File: config.mk
export PLATFORM = sky130hd
export DESIGN_NAME = mux_scan_nto1
export DESIGN_NICKNAME = d
export VERILOG_FILES = /design/src/rtl/mux_pkg.sv /design/src/rtl/mux_nto1.sv /design/src/rtl/mux_scan_nto1.sv
export SDC_FILE = /design/constraint.sdc
export NUM_CORES = 1
export LEC_CHECK = 0
export ABC_AREA = 0
export CAP_MARGIN = 40
export CORE_ASPECT_RATIO = 1.25
export CORE_MARGIN = 1.5
export CORE_UTILIZATION = 46
export DETAILED_ROUTE_END_ITERATION = 10
export GPL_TIMING_DRIVEN = 0
export PLACE_DENSITY_LB_ADDON = 0.05
export SYNTH_ARGS = -nofsm -noshare
export SYNTH_HDL_FRONTEND = slang
export SYNTH_SLANG_ARGS = --single-unit
File: constraint.sdc
create_clock -name clk -period 2.56 [get_ports clk]
set_input_delay 0.256 -clock clk [delete_from_list [all_inputs] [get_ports clk]]
set_output_delay 0.256 -clock clk [all_outputs]
set_load 0.005 [all_outputs]
File: src/rtl/mux_pkg.sv
// Shared types and constants for the scanning N-to-1 multiplexer.
// No logic; state encoding and control-input polarities only.
// Imported by the mux datapath and its control wrapper.
package mux_pkg;

  typedef enum logic [1:0] {
    DIS  = 2'd0,
    MAN  = 2'd1,
    SCAN = 2'd2
  } state_t;

  localparam logic MODE_MAN  = 1'b0;
  localparam logic MODE_SCAN = 1'b1;
  localparam logic EN_ACTIVE = 1'b0;

endpackage

File: src/rtl/mux_nto1.sv
// Purely combinational N-to-1 indexed mux, W bits per channel.
// Latency: zero cycles; the select is decoded in the same cycle.
// No flow control; a select of N or above drives all zeros.
module mux_nto1
  import mux_pkg::*;
#(
  parameter int N     = 8,
  parameter int W     = 1,
  parameter int SEL_W = $clog2(N)
) (
  input  logic [N*W-1:0]   i_dat,
  input  logic [SEL_W-1:0] i_sel,
  output logic [W-1:0]     o_dat
);

  // Compare against every legal index; codes with no matching channel fall through to zero.
  always_comb begin
    o_dat = '0;
    for (int k = 0; k < N; k++) begin
      if (i_sel == SEL_W'(k)) begin
        o_dat = i_dat[k*W +: W];
      end
    end
  end

endmodule

File: src/rtl/mux_scan_nto1.sv
// N-to-1 registered mux with manual select or auto-scan (DWELL cycles per channel).
// Latency: one cycle from input sampling to y; strobes align with y.
// No backpressure; valid/wrap are single-cycle pulses the consumer must catch.
module mux_scan_nto1
  import mux_pkg::*;
#(
  parameter int N     = 8,
  parameter int W     = 1,
  parameter int SEL_W = $clog2(N),
  parameter int DWELL = 4
) (
  input  logic             clk,
  input  logic             rst_n,
  input  logic [N*W-1:0]   I,
  input  logic [SEL_W-1:0] S,
  input  logic             En,
  input  logic             mode,
  output logic [W-1:0]     y,
  output logic [SEL_W-1:0] sel_q,
  output logic             valid,
  output logic             wrap
);

  localparam int CNT_W = $clog2(DWELL + 1);

  state_t           r_state;
  state_t           w_state_n;
  logic [CNT_W-1:0] r_cnt;
  logic [SEL_W-1:0] r_sel_q;
  logic [W-1:0]     r_y;
  logic             r_valid;
  logic             r_wrap;

  logic [SEL_W-1:0] w_sel_n;
  logic [W-1:0]     w_mux_y;
  logic             w_dwell_end;
  logic             w_last_ch;
  logic             w_s_in_range;

  assign w_dwell_end = (r_cnt == CNT_W'(DWELL - 1));
  assign w_last_ch   = (r_sel_q == SEL_W'(N - 1));

  // With a power-of-two channel count every select code is a real channel.
  generate
    if (N == (1 << SEL_W)) begin : g_pow2
      assign w_s_in_range = 1'b1;
    end else begin : g_npow2
      assign w_s_in_range = (32'(S) < 32'(N));
    end
  endgenerate

  // Next operating state: disable dominates, then mode picks manual or scan.
  always_comb begin
    w_state_n = DIS;
    if (En == EN_ACTIVE) begin
      w_state_n = (mode == MODE_SCAN) ? SCAN : MAN;
    end
  end

  // Next select: manual follows S, scan steps at dwell end with explicit wrap, disable holds.
  always_comb begin
    w_sel_n = r_sel_q;
    case (w_state_n)
      MAN:  w_sel_n = S;
      SCAN: begin
        if (w_dwell_end) begin
          w_sel_n = w_last_ch ? '0 : r_sel_q + SEL_W'(1);
        end
      end
      default: w_sel_n = r_sel_q;
    endcase
  end

  mux_nto1 #(
    .N     (N),
    .W     (W),
    .SEL_W (SEL_W)
  ) u_mux (
    .i_dat (I),
    .i_sel (w_sel_n),
    .o_dat (w_mux_y)
  );

  // Output, select, dwell counter and strobe registers, driven by the state being entered.
  always_ff @(posedge clk) begin
    if (!rst_n) begin
      r_state <= DIS;
      r_cnt   <= '0;
      r_sel_q <= '0;
      r_y     <= '0;
      r_valid <= 1'b0;
      r_wrap  <= 1'b0;
    end else begin
      r_state <= w_state_n;
      case (w_state_n)
        MAN: begin
          r_cnt  <= '0;
          r_wrap <= 1'b0;
          if (w_s_in_range) begin
            r_sel_q <= S;
            r_y     <= w_mux_y;
            r_valid <= (S != r_sel_q) || (r_state != MAN);
          end else begin
            r_y     <= '0;
            r_valid <= 1'b0;
          end
        end
        SCAN: begin
          r_sel_q <= w_sel_n;
          r_y     <= w_mux_y;
          r_cnt   <= w_dwell_end ? '0 : r_cnt + CNT_W'(1);
          r_valid <= (w_sel_n != r_sel_q) || (r_state != SCAN);
          r_wrap  <= w_dwell_end && w_last_ch;
        end
        default: begin
          r_y     <= '0;
          r_cnt   <= '0;
          r_valid <= 1'b0;
          r_wrap  <= 1'b0;
        end
      endcase
    end
  end

  assign y     = r_y;
  assign sel_q = r_sel_q;
  assign valid = r_valid;
  assign wrap  = r_wrap;

endmodule

==> results.cfg, run 1 <==
[route]
wl_per_cell_um = 13.87
wl_mm = 1.845
firstDrtPassIters = 4
drc_errors = 0
avgViaCountPerCell = 5.767
ant_nets = 0
first_iter_violations = 29
vias = 767

[clock_tree]
cts_made_buffers = 3
clkTransAtPathRegs_ns = 0.06
holdBufCountCts = 0
root_buffer = clkbuf_4
htreeDepth = 1
cts_sinks = 11
cts_resized = 0
clockBufferDepth = 2
cts_tree = done
clk_latency_ns = 0.27
postCtsSetupBuffers = 0

[sta]
rsz0062_at_grt = no
fin_crit_sh_pct = 85.50
fin_skew_ns = 0.001003
hold_violations = 0
slew_violations = 0
setup_viol = 0
fmax_mhz = 456.9
fin_tns_setup_ns = 0
slew_headroom_pct = 69.18
min_period_ns = 2.189
worst_pin_slew_ns = 0.4507

[setup_path]
endpoint_kind = flop
critPathMaxFanout = 8
start_kind = flop
r2r_start = sel_q[1]
setup.worst_path.start = sel_q[1]
cp.arrival_ns = 2.35
critical_path_required_ns = 2.72
path_class = flop to flop

[power_and_ir_drop]
p_leak_nw = 0.4156
p_per_area_nw_per_um2 = 396.1
peakVddDrop_v = 0.0004142

[layout]
num_antenna_cells = 0
seq_area_um2 = 220.2
multiInputGateArea_um2 = 499.2
nFillCells = 156
fin_cells = 133
drive_gt1_share_pct = 9.565
fin_nets = 135
area_growth_pct = 30.91

[place]
port_buffers = 19
place.gp.congestion = 0.8265
place_inst = 129
place_hpwl_mm = 1.430

[die]
die_x_um = 39.67
die-area_um2 = 1937
dieHeight_um = 48.84
start_util_pct = 49.52
row_count = 16
core_area_um2 = 1562
io_pins = 21

[synth]
syn_avg_cell_area_um2 = 8.405
syn_nets = 111
yosys_warnings = 0
ys.flop_type = dfxtp_1
async_flop_share_pct = 0
synth_area_um2 = 773.2
syn_inst = 92
yosysSeqAreaShare_pct = 28.48
ys_types = 46
ys_seq_elements = 11
synth-edff-count = 0

[grt]
antenna_found_initial = 0
first_global_vias = 714
track_usage_pct = 22.37
gr-total-overflow = 0
grt_max_degree = 11
grt_pass1_wl_mm = 3.056

[run]
cap_violations = 0

[run_status]
outcome = complete, no violations

[hold_path]
min_path_type = flop to flop
hp-start = r_cnt[0]
==> final timing paths <==
kind              end  slack, ns  depth (start not counted)
max                 y       0.37                          7
min          r_cnt[0]       0.43                          1
max reg2reg         y       0.37                          7
min reg2reg  r_cnt[0]       0.43                          1
==> metal layers <==
layer	wire (µm)	global-route usage, %	up-vias
met4	27	6.897	0
met1	855	29.36	352
met5	0	0	-
li1	-	-	388
met2	876	34.97	23
met3	86	5.479	4
==> stage by stage <==
stage | hold WS [ns] | utilization [%] | setup slack [ns] | cell area, µm² | total power, mW
after floorplan | 0.4043 | - | 0.6640 | 773.2 | 0.2424
after global placement | 0.4149 | 63.14 | 0.3959 | 985.9 | 0.2864
after detailed placement | 0.4258 | 63.14 | 0.3994 | 985.9 | 0.2885
after CTS | 0.4360 | 64.82 | 0.3860 | 1012 | 0.4041
after global routing | 0.4716 | 64.82 | 0.2555 | 1012 | 0.4258
final | 0.4298 | 64.82 | 0.3711 | 1012 | 0.4009
==> cells by family (layout without fill, tap and decap cells) <==
family	after synthesis	count (layout)	share of synthesized area (%)
AO/OA/AOI/OAI	31	31	28.48
AND/OR/NAND/NOR	30	30	23.63
flip-flops	11	11	28.48
buffers and inverters	11	34	6.958
adder cells (fa/ha/maj)	4	4	6.473
XOR/XNOR	3	3	3.399
multiplexers	2	2	2.589
==> sequential cells by signal, summed over array words and instances (netlist names) <==
| register | count |
|---|---|
| sel_q | 3 |
| wrap | 1 |
| r_state | 2 |
| valid | 1 |
| r_cnt | 3 |
| y | 1 |
==> power by group <==
part           leakage [nW]  total [mW]  switching (mW)  internal, mW
Combinational         0.311       0.102          0.0451        0.0564
Clock                0.0150       0.115          0.0543        0.0604
Sequential           0.0901       0.185         0.00653         0.178
==> Yosys cell counts, types with 2 or more instances <==
library cell,instances,share of area (%)
dfxtp_1,11,28
nor2_1,9,4.4
a21oi_1,7,4.5
inv_1,5,2.4
o21ai_0,5,3.2
ha_1,4,6.5
o21a_1,3,2.9
and2_1,2,1.6
and3_1,2,1.6
inv_2,2,0.97
mux2i_1,2,2.6
nand2_1,2,0.97
nor3_1,2,1.3
nor3b_1,2,1.9
o22ai_1,2,1.6
xnor2_1,2,2.3
==> placed cells by master (no fill, tap or decap), drive strengths merged, types with 2 or more instances in the layout <==
master | netlist | layout
nor2b | 2 | 2
inv | 7 | 7
o21a | 3 | 3
dfxtp | 11 | 11
a2111oi | 2 | 2
nor3 | 2 | 2
ha | 4 | 4
nor2 | 9 | 9
clkdlybuf4s50 | 0 | 19
clkbuf | 1 | 5
mux2i | 2 | 2
o32ai | 2 | 2
buf | 3 | 3
and3 | 2 | 2
xnor2 | 2 | 2
o22ai | 2 | 2
nor3b | 2 | 2
o21ai | 6 | 6
and2 | 2 | 2
a21oi | 7 | 7
nand2 | 2 | 2
==> cell type report <==
cell class,count,area share [%]
sequential,11,21.76
multi-input combinational,70,49.32
buffer,4,2.719
timing repair buffer,19,18.79
tap,18,2.225
inverter,7,2.596
clock buffer,4,2.596
==> critical path, cell delays in order, from the launching register on <==
cell	delay [ns]
dfxtp_1	0.37
ha_1	0.21
ha_1	0.28
nand4bb_1	0.30
a21oi_1	0.35
o21a_1	0.15
o32ai_1	0.06
a2111oi_1	0.37
Note: power is estimated with default switching activity, not from simulation.
==> run 2, diff against run 1 <==
Settings changed: CORE_ASPECT_RATIO 1.25 to unset, CORE_UTILIZATION 46 to 49, CTS_BUF_LIST set to sky130_fd_sc_hd__clkbuf_4.
==> run 2 against run 1 <==
  * Clock-buffer cell count stayed put
  * Worst setup slack better by 0.045 ns
  * Sequential power hardly changed
  * Flip-flop and latch count stayed put
  * Largest cell class unchanged
  * Largest power group unchanged
==> results.cfg, run 2 (synthesis gave the netlist of run 1 again) <==
[route]
wl_per_cell_um = 13.57
firstDrtPassIters = 4
first_iter_violations = 14
vias = 773
ant_nets = 0
drc_errors = 0
wl_mm = 1.778
avgViaCountPerCell = 5.901

[sta]
slew_violations = 0
rsz0062_at_grt = no
fin_tns_setup_ns = 0
worst_pin_slew_ns = 0.4535
fin_ws_ns = 0.4163
setup_viol = 0
fin_skew_ns = 0.007843
min_period_ns = 2.144
fin_crit_sh_pct = 83.74
hold_slack_ns = 0.4267
hold_violations = 0
fmax_mhz = 466.5
slew_headroom_pct = 68.99

[place]
place_hpwl_mm = 1.360
place.gp.congestion = 0.8444
port_buffers = 19
dpl-instance-area_um2 = 983.4
place_inst = 127
pre_cts_ws_ns = 0.4430

[layout]
final_cell_area_um2 = 1013
final_util_pct = 68.07
drive_gt1_share_pct = 10.43
area_growth_pct = 31.07
final_common_cell = clkdlybuf4s50_1
fin_nets = 135
num_antenna_cells = 0
fin_cells = 131
final_cell_mix = clkdlybuf4s50_1, dfxtp_1, nor2_1, a21oi_1

[clock_tree]
clkTransAtPathRegs_ns = 0.06
cts_resized = 0
clk_latency_ns = 0.26
postCtsSetupBuffers = 0
htreeDepth = 1
root_buffer = clkbuf_4
holdBufCountCts = 0
clockBufferDepth = 2
cts_sinks = 11
cts_made_buffers = 3
cts_tree = done

[grt]
grt_max_degree = 11
grt_pass1_wl_mm = 3.070
track_usage_pct = 22.08
antenna_found_initial = 0
gr-total-overflow = 0
first_global_vias = 706

[setup_path]
critPathMaxFanout = 10
cp.arrival_ns = 2.29
endpoint_kind = flop
crit_top_cell = ha_1
critPathSlowestCell = a2111oi_1
critical_path_required_ns = 2.71
path_class = flop to flop
cpPeakStageDelay_ns = 0.38
start_kind = flop
crit_chain = ha_1 > ha_1 > buf_4 > nor2b_4 > nor2_1 > o21ai_0 > o32ai_1 > a2111oi_1

[die]
die_x_um = 42.73
core_area_um2 = 1489
start_util_pct = 51.93
io_pins = 21
row_count = 14
die-area_um2 = 1825
dieHeight_um = 42.73

[power_and_ir_drop]
p_per_area_nw_per_um2 = 403.7
peakVddDrop_v = 0.0003497
p_leak_nw = 0.4190
finalPower_uw = 409.2

[hold_path]
min_path_type = flop to flop

[run]
cap_violations = 0

[run_status]
outcome = complete, no violations
[run 2: changes by cell type in the layout (fill, tap and decap cells not counted)]
cell,change
clkbuf_4,+1
clkbuf_1,-1
[run 2: layout make-up]
type | count | area [µm²]
Buffer | 4 | 27.53
Inverter | 7 | 26.28
Fill cell | 145 | 475.5
Sequential cell | 11 | 220.2
Clock buffer | 4 | 30.03
Tap cell | 16 | 20.02
Timing Repair Buffer | 19 | 190.2
Multi-Input combinational cell | 70 | 499.2
[run 2: final timing paths]
check	startpoint	endpoint	slack, ns	depth (start not counted)
setup / recovery	r_cnt[0]	y	0.42	8
hold / removal	r_cnt[0]	r_cnt[0]	0.43	1
setup reg to reg	r_cnt[0]	y	0.42	8
hold reg to reg	r_cnt[0]	r_cnt[0]	0.43	1
[run 2: layer usage]
layer	GRT usage [%]	routed length [µm]
met5	0	0
met1	28.65	836
met2	36.06	811
met4	3.750	5
met3	7.234	124
[run 2: critical path: cells and delay by family (launching register included)]
family / cells / cell delay (ns)
compound gates: 3 / 0.91
fa+ha+maj: 2 / 0.40
flops: 1 / 0.31
simple gates: 2 / 0.23
buf+inv: 1 / 0.18
[run 2: power by group]
| group | internal, mW | switching (mW) | total, mW |
|---|---|---|---|
| registers | 0.178 | 0.00624 | 0.184 |
| clock network | 0.0707 | 0.0531 | 0.124 |
| logic | 0.0563 | 0.0446 | 0.101 |
==> run 3, diff against run 2 <==
Settings changed: CORE_ASPECT_RATIO set to 1.25, CORE_UTILIZATION 49 to 44.
Clock period 2.56 ns to 1.85 ns, I/O delays scaled along.
==> run 3 against run 2 <==
  * The flow now finishes with violations (negative setup slack)
  * Clock skew down 0.0027 ns
  * Final area is 25% higher
  * Routed wire length grew 41%
  * Sequential power grew 39%
  * Sequential share of layout area is 3.4 points lower
  * Fmax up 12%
  * Final cell count increased by 8.4%
  * Largest power group unchanged
  * Global-route usage rose by 1.5 points
  * Total power increased by 58%
  * Via count is 14% higher
  * Critical endpoint unchanged
  * Worst setup slack worse by 0.47 ns
==> results.cfg, run 3 (synthesis gave the netlist of run 1 again) <==
[setup_path]
cpPeakStageDelay_ns = 0.34
endpoint_kind = flop
cp_top_family = compound AO/OA/AOI/OAI gates
start_kind = flop
critPathMaxFanout = 8
cp.arrival_ns = 2.08
path_class = flop to flop
crit_top_cell = ha_4
critPathSlowestCell = dfxtp_2
path_buf_inv = 2
crit_chain = ha_4 > ha_4 > buf_6 > nor2b_4 > nor2_4 > o21ai_2 > buf_4 > nor4_2 > a2111oi_2
critical_path_required_ns = 2.03

[layout]
final_cell_mix = clkdlybuf4s50_1, buf_4, nor2_1, a21oi_1, dfxtp_1
multiInputGateArea_um2 = 664.4
fin_cells = 142
fin_nets = 144
drive_gt1_share_pct = 33.87
num_antenna_cells = 0
area_growth_pct = 63.43
nFillCells = 94
seq_area_um2 = 231.5
final_common_cell = clkdlybuf4s50_1

[power_and_ir_drop]
p_leak_nw = 0.4768
p_per_area_nw_per_um2 = 512.0
peakVddDrop_v = 0.0004804

[sta]
fin_crit_sh_pct = 103.1
slew_headroom_pct = 54.19
slew_violations = 0
rsz0062_at_grt = yes
setup_viol = 1
fin_ws_ns = -0.05768
min_period_ns = 1.908
fin_tns_setup_ns = -0.05768
worst_pin_slew_ns = 0.6872
hold_violations = 0
fin_skew_ns = 0.005158
fmax_mhz = 524.2

[place]
place.gp.congestion = 0.8089
port_buffers = 19
place_inst = 129
pre_cts_ws_ns = -0.1981
place_hpwl_mm = 1.430

[run_status]
violations = negative setup slack
outcome = finished with violations

[grt]
gr-total-overflow = 0
antenna_found_initial = 0
grt_max_degree = 11
track_usage_pct = 23.63
grt_pass1_wl_mm = 3.305
first_global_vias = 775

[die]
die-area_um2 = 2019
start_util_pct = 48.28
io_pins = 21
dieHeight_um = 49.87
row_count = 16
core_area_um2 = 1602
die_x_um = 40.50

[clock_tree]
root_buffer = clkbuf_4
cts_tree = done
clockBufferDepth = 2
cts_made_buffers = 3
clk_latency_ns = 0.28
clkTransAtPathRegs_ns = 0.08
cts_sinks = 11
htreeDepth = 1

[route]
wl_mm = 2.512
ant_nets = 0
avgViaCountPerCell = 6.211
wl_per_cell_um = 17.69
firstDrtPassIters = 4
drc_errors = 0
vias = 882
first_iter_violations = 37

[run]
cap_violations = 0

[hold_path]
min_path_type = flop to flop
## run 3: cell types whose count changed in the layout (fill, tap and decap cells not counted), sizes merged
cell  previous run  this run
buf              3        12
## run 3: per-layer routing
layer,vias up,wire (µm),GRT usage [%]
li1,406,-,-
met4,0,82,8.889
met1,415,1055,30.06
met2,48,1188,37.83
met3,13,185,4.054
met5,-,0,0
## run 3: stage by stage
| step | hold WS [ns] | instance area [µm²] | utilization, % | power [mW] |
|---|---|---|---|---|
| global placement | 0.4148 | 992.2 | 61.95 | 0.3972 |
| global route | 0.4469 | 1264 | 78.91 | 0.6714 |
| detailed placement | 0.4221 | 992.2 | 61.95 | 0.3993 |
| finish | 0.4355 | 1264 | 78.91 | 0.6471 |
| CTS | 0.4362 | 1181 | 73.75 | 0.6067 |
| floorplan | 0.3366 | 779.5 | - | 0.3363 |
## run 3: final timing paths
check | cells past startpoint | endpoint | start | slack [ns]
min reg2reg | 1 | r_cnt[0] | r_cnt[0] | 0.44
max | 9 | y | r_cnt[0] | -0.06
max reg2reg | 9 | y | r_cnt[0] | -0.06
min | 1 | r_cnt[0] | r_cnt[0] | 0.44
## run 3: timing repair
item / CTS / global route
buffers inserted: 5 / 4
cloned: 0 / 0
setup endpoints to repair: 1 / 1
pin swaps: 9 / 8
gates resized for setup: 27 / 9
hold buffers: 0 / 0
## run 3: area by class of cell
class	count	area share [%]
Clock buffer	4	2.376
Buffer	4	2.475
Multi-Input combinational cell	70	52.57
Inverter	7	2.079
Sequential cell	11	18.32
Timing Repair Buffer	28	20.40
Tap cell	18	1.782
## run 3: worst register-to-register path, cell delays in order (launching register included)
cell	delay, ns
dfxtp_2	0.34
ha_4	0.16
ha_4	0.16
buf_6	0.13
nor2b_4	0.21
nor2_4	0.08
o21ai_2	0.27
buf_4	0.16
nor4_2	0.04
a2111oi_2	0.28
## run 3: power by group
| group | leakage [nW] | switching, mW | internal, mW | total [mW] |
|---|---|---|---|---|
| Clock | 0.0184 | 0.0892 | 0.0983 | 0.188 |
| Combinational | 0.366 | 0.0960 | 0.108 | 0.204 |
| Sequential | 0.0927 | 0.00961 | 0.246 | 0.255 |
| Total | 0.477 | 0.195 | 0.452 | 0.647 |
